File: src/rtl/cpu_io_pkg.sv
// cpu_io_pkg: shared types and constants for the CPU memory-mapped I/O ports
package cpu_io_pkg;
  localparam int DATA_W_DEF = 32;
  localparam logic [31:0] SEROUT_ADDR = 32'h0000_FF00;
  typedef enum logic [1:0] {IDLE, START, DATA, STOP} ser_state_e;
endpackage

File: src/rtl/bit_timer.sv
// bit_timer: modulo-N counter that pulses tick on the last count before wrapping
module bit_timer #(
  parameter int N = 4
) (
  input  logic clk,
  input  logic rst,
  input  logic i_en,
  output logic o_tick
);
  localparam int W = $clog2(N) + 1;
  logic [W-1:0] r_cnt;
  assign o_tick = i_en && (r_cnt == W'(N - 1));
  always_ff @(posedge clk or posedge rst)
    if (rst) r_cnt <= '0;
    else if (i_en) r_cnt <= o_tick ? '0 : r_cnt + 1'b1;
endmodule

File: src/rtl/serial_out_port.sv
// serial_out_port: serialises CPU store words as start/LSB-first data/stop frames
// with a one-entry holding buffer and a sticky overrun flag
module serial_out_port
  import cpu_io_pkg::*;
#(
  parameter int DATA_W       = DATA_W_DEF,
  parameter int CLKS_PER_BIT = 4
) (
  input  logic              clk,
  input  logic              reset,
  input  logic              wr_en,
  input  logic [DATA_W-1:0] wr_data,
  input  logic              ovr_clr,
  output logic              busy,
  output logic              active,
  output logic              done,
  output logic              overrun,
  output logic              out
);
  localparam int IW = DATA_W > 1 ? $clog2(DATA_W) : 1;
  ser_state_e        r_state, w_state_nxt;
  logic [DATA_W-1:0] r_sh, w_sh_nxt, r_hb, w_hb_nxt;
  logic [IW-1:0]     r_idx, w_idx_nxt;
  logic              r_hb_v, w_hb_v_nxt, r_ovr, w_ovr_nxt, r_out, w_out_nxt;
  logic              w_tick, w_load, w_last;
  bit_timer #(.N(CLKS_PER_BIT)) u_timer (
    .clk   (clk),
    .rst   (reset),
    .i_en  (r_state != IDLE),
    .o_tick(w_tick)
  );
  // a new frame starts from IDLE or directly off the final STOP cycle, so frames abut
  assign w_load = (r_hb_v || wr_en) && (r_state == IDLE || (r_state == STOP && w_tick));
  assign w_last = r_idx == IW'(DATA_W - 1);
  always_comb begin
    w_state_nxt = r_state;
    w_sh_nxt    = r_sh;
    w_idx_nxt   = r_idx;
    w_hb_nxt    = r_hb;
    w_hb_v_nxt  = r_hb_v;
    w_ovr_nxt   = (wr_en && r_hb_v) || (r_ovr && !ovr_clr);
    if (w_load) begin
      w_sh_nxt    = r_hb_v ? r_hb : wr_data;
      w_hb_v_nxt  = 1'b0;
      w_idx_nxt   = '0;
      w_state_nxt = START;
    end else begin
      if (wr_en && !r_hb_v) begin
        w_hb_nxt   = wr_data;
        w_hb_v_nxt = 1'b1;
      end
      if (w_tick)
        case (r_state)
          START: begin
            w_state_nxt = DATA;
            w_idx_nxt   = '0;
          end
          DATA: begin
            w_sh_nxt    = r_sh >> 1;
            w_idx_nxt   = w_last ? '0 : r_idx + 1'b1;
            w_state_nxt = w_last ? STOP : DATA;
          end
          STOP:    w_state_nxt = IDLE;
          default: w_state_nxt = IDLE;
        endcase
    end
    w_out_nxt = w_state_nxt == START ? 1'b0 : w_state_nxt == DATA ? w_sh_nxt[0] : 1'b1;
  end
  always_ff @(posedge clk or posedge reset)
    if (reset) begin
      r_state <= IDLE;
      r_sh    <= '0;
      r_hb    <= '0;
      r_hb_v  <= 1'b0;
      r_idx   <= '0;
      r_ovr   <= 1'b0;
      r_out   <= 1'b1;
    end else begin
      r_state <= w_state_nxt;
      r_sh    <= w_sh_nxt;
      r_hb    <= w_hb_nxt;
      r_hb_v  <= w_hb_v_nxt;
      r_idx   <= w_idx_nxt;
      r_ovr   <= w_ovr_nxt;
      r_out   <= w_out_nxt;
    end
  assign busy    = r_hb_v;
  assign active  = r_state != IDLE;
  assign done    = r_state == STOP && w_tick;
  assign overrun = r_ovr;
  assign out     = r_out;
endmodule

File: config.mk
export PLATFORM = sky130hd
export DESIGN_NAME = serial_out_port
export DESIGN_NICKNAME = d
export VERILOG_FILES = /design/src/rtl/cpu_io_pkg.sv /design/src/rtl/bit_timer.sv /design/src/rtl/serial_out_port.sv
export SDC_FILE = /design/constraint.sdc
export NUM_CORES = 1
export LEC_CHECK = 0
export BUFFER_PORTS_ARGS = -buffer_cell sky130_fd_sc_hd__buf_4
export CAP_MARGIN = 10
export CORE_AREA = 2 2 140 74
export DETAILED_ROUTE_END_ITERATION = 16
export DIE_AREA = 0 0 142 76
export PLACE_DENSITY = 0.61
export SYNTH_ARGS = -nofsm -noshare
export SYNTH_HDL_FRONTEND = slang
export SYNTH_SLANG_ARGS = --single-unit
File: constraint.sdc
create_clock -name clk -period 2.8 [get_ports clk]
set_input_delay 0.42 -clock clk [delete_from_list [all_inputs] [get_ports clk]]
set_output_delay 0.42 -clock clk [all_outputs]
set_load 0.03 [all_outputs]
==> results.md <==
Drt:
- Detailed routing placed a total of approximately 3300 µm of wire on met2.
- Wire segments on met3 add up to between 200 and 300 µm in the final route.
- The detailed-route wire length on metal 1 is between 4000 and 5000 µm.
- The uppermost metal layer occupied by signal nets is met4.
- The post-route antenna net violation count is 0.
- The via count is 2667.
- After detailed routing, the number of remaining DRC violations is 0.
- The routed wire length is between 7000 and 8000 µm.
- The average wire length per cell after detail routing is between 10 and 15 µm.
- The first-pass detailed-route iteration total is 4.
- Using the TritonRoute via totals, the vias-per-cell ratio works out to 5.15.
- The number of DRC violations after detailed-routing iteration 0 is 153.

Flow run:
- Across the run, the number of max-cap violations was 0.

STA:
- Between clock sinks in the finished design, the worst skew comes to 7.06 ps.
- Hold is met by 181 ps.
- At the pin with the least slew margin, the transition time is about 660 ps.
- The worst pin sits at a relative slew slack of between 50% and 60%.
- For the final routed database, the setup TNS stands at 0 ps.
- The fraction of the cycle the final worst path needs is 76.7%.
- The final worst slack is around 650 ps.
- The final-report hold violation count is 0.
- Setup violations remaining at the end of the flow were counted as 0.
- The shortest period the worst path allows is 2150 ps.
- Based on the critical path, the design can be clocked at up to roughly 470 MHz.
- The number of pins with negative max-slew slack in the final report is 0.
- Setup repair after global routing left no endpoint under its margin.

Floorplan:
- The core region area is approximately 10000 µm².
- The die outline area is approximately 11000 µm².
- The die extent in y is ~76 µm.
- In this run the count of I/O pins placed on the die edge is 41.
- The site row count is 26.
- The initial utilization of the core area, before any placement, comes to a little under two fifths.
- Measured along the x axis, the die boundary spans 142 µm.

Yosys:
- After Yosys synthesis, full adders, half adders and majority gates account for under 10% of the synthesized area.
- The basic-gate share of the synthesized area counting and, or, nand and nor cells is between 10% and 20%.
- The synthesized netlist devotes between 10 and 15% of its cell area to compound gates.
- After technology mapping, the gate count stands at 354.
- For this run, the number of Yosys warnings is 0.
- Summing the areas of all xor and xnor instances in the mapped netlist gives 0% of the synthesized area.
- The total standard cell area after synthesis is between 3000 and 4000 µm².
- The register area share after synthesis is around 52%.
- The combinational family with the most area after synthesis is simple AND/OR/NAND/NOR gates.
- Yosys mapped a number of flops with a built-in enable equal to 0.
- The average instance area after synthesis is 10.6 µm².
- The fraction of registers with async set or reset after synthesis is 100%.
- The post-synthesis net count is between 300 and 400.
- Among all flip-flop cells after synthesis, the most frequent one is sky130_fd_sc_hd__dfrtp_1.
- The netlist uses 35 different library cells.
- The synthesis-stage register bit count is 77.
- Of the post-synthesis cell area, the part taken by muxes is approximately 11%.

Place:
- At the end of routability-driven placement, the weighted congestion stood at 0.729.
- After detailed placement, the total cell area comes to 4130 µm².
- Once placement completed, the tool counted placed cells totaling between 500 and 600.
- Prior to clock tree synthesis, the placed netlist has a worst setup slack of 732 ps.
- After legalization and detailed placement, the total HPWL measured 5000 µm.
- The number of buffer cells added on primary ports is 40.

GRT:
- The number of antenna violations at the first check in global routing came to 0.
- For this run the aggregate overflow at the end of global routing stands at 0.
- The via count of the first global-routing pass is about 2700.
- The first-pass GRT wire length is 13300 µm.
- The global-route usage over all layers is between 10% and 20%.
- Entering global routing, the biggest net connects 47 pins.

Clock tree:
- TritonCTS built the clock tree.
- Clock-pin slew was measured on the worst setup and hold paths at 60 ps.
- Gates resized during post-CTS repair numbered 0.
- The clock insertion delay at the later pin of the skew report is approximately 330 ps.
- In this run the post-CTS setup repair buffer count came out at 0.
- The CTS H-tree depth is 3.
- The buffer levels on the longest clock path is 2.
- The count of hold buffers inserted by post-cts repair is 0.
- The CTS buffer count is 9.
- The root cell of the clock tree is sky130_fd_sc_hd__clkbuf_16.
- CTS saw 77 sinks.

Setup path:
- The arrival time of the worst setup path is 1730 ps.
- In this run the worst path has a maximum fanout of 42.
- The critical path is of the flip-flop to primary output type.
- The required time of the critical path is between 2000 and 2500 ps.
- The worst setup path is launched from a flip-flop.
- The type of element capturing the critical path is a primary output.

Min path:
- The class of the tightest hold or removal check is primary input to asynchronous set/reset pin.

Layout:
- The layout has roughly 900 filler cells.
- The post-layout instance area is 4410 µm².
- The final layout net count is 430.
- The combined area of the multi-input logic cells is around 1600 µm².
- In the layout the commonest cells are 75 x sky130_fd_sc_hd__dfrtp_1, 66 x sky130_fd_sc_hd__nand2_1, 46 x sky130_fd_sc_hd__buf_4.
- The share of post-route cells with drive strength above 1 is between 10% and 20%.
- The most common library cell in the layout ignoring fill and taps is sky130_fd_sc_hd__dfrtp_1.
- The filler-free cell count of the finished design is a little over 500.
- The area added between synthesis and finish is 18.1%.
- The count of inserted antenna diode cells is 0.
- In the final layout, flip-flops and latches occupy ~1900 µm².

Power and ir drop:
- IR analysis of the VDD net gives a maximum drop of 482 µV.
- For this design the static power due to leakage is 1.91 nW.
- Dividing total power by cell area gives a power density of 1080 nW/µm².

Run status:
- The flow ran to the end, and the final reports show no timing, DRC or antenna violations.
[flip-flops by register name, indices dropped and copies added (netlist names)]
register / count
out: 1
r_hb: 32
r_idx: 5
r_state: 2
u_timer.r_cnt: 3
busy: 1
overrun: 1
r_sh: 32
[through the flow]
step | power, mW | util, %
final | 4.76 | 45.3
after global routing | 5.14 | 45.3
after CTS | 4.82 | 45.3
after detailed placement | 3.71 | 42.5
after global placement | 3.65 | 42.5
after floorplan | 3.30 | -
[power by group]
group / internal, mW / total [mW] / leakage (nW) / switching (mW)
registers: 1.67 / 1.99 / 0.899 / 0.324
clock network: 0.621 / 1.08 / 0.134 / 0.461
logic: 0.758 / 1.68 / 0.880 / 0.925
[cell usage after synthesis (4+ instances only)]
cell type | n | area share [%]
sky130_fd_sc_hd__a211oi_1 | 31 | 6.2
sky130_fd_sc_hd__ha_1 | 7 | 2.3
sky130_fd_sc_hd__nand2_1 | 66 | 6.6
sky130_fd_sc_hd__a31oi_1 | 30 | 5.0
sky130_fd_sc_hd__nand3_1 | 5 | 0.67
sky130_fd_sc_hd__nor2_1 | 7 | 0.70
sky130_fd_sc_hd__dfrtp_1 | 76 | 51
sky130_fd_sc_hd__buf_2 | 12 | 1.6
sky130_fd_sc_hd__mux2_2 | 4 | 1.2
sky130_fd_sc_hd__inv_1 | 7 | 0.70
sky130_fd_sc_hd__nor2b_1 | 32 | 5.4
sky130_fd_sc_hd__a21oi_1 | 6 | 0.80
sky130_fd_sc_hd__buf_1 | 5 | 0.50
sky130_fd_sc_hd__buf_6 | 4 | 1.2
sky130_fd_sc_hd__o21ai_0 | 4 | 0.54
sky130_fd_sc_hd__mux2_1 | 30 | 9.0
[path summary, 6_finish.rpt]
path | start | endpoint | slack, ps | cells past startpoint
min in group clk | ovr_clr | overrun | 270 | 2
worst min register to register | r_hb[9] | r_hb[9] | 490 | 1
worst max-delay path | busy | busy | 650 | 2
worst min-delay path | reset | r_hb[26] | 180 | 2
max in group asynchronous | reset | out | 1890 | 3
worst max register to register | u_timer.r_cnt[0] | r_sh[2] | 720 | 7
[kinds of logic after synthesis]
kind of cell / after synthesis
AO/OA/AOI/OAI: 78
adder cells (fa/ha/maj): 7
buffers and inverters: 33
flip-flops: 77
multiplexers: 36
AND/OR/NAND/NOR: 123
[worst max-delay path, cell delays in order (launching register included)]
cell and delay (ps):
sky130_fd_sc_hd__dfrtp_2 670, sky130_fd_sc_hd__buf_4 480, sky130_fd_sc_hd__buf_4 250
[routing by layer]
metal  up-vias  global-route usage (%)
li1       1321                       -
met1      1301                    23.1
met2        41                    21.7
met3         4                    5.72
met4         0                    4.50
met5         -                       0
[area by class of cell]
cell class              count  share of cell area, %
clock buffers              10                   5.42
clock inverters             6                  0.879
inverters                   7                  0.596
multi-input cells         244                   37.0
flip-flops and latches     77                   43.7
well taps                 126                   3.57
repair buffers             48                   8.74
No activity file was read; power rests on OpenSTA's default activity.
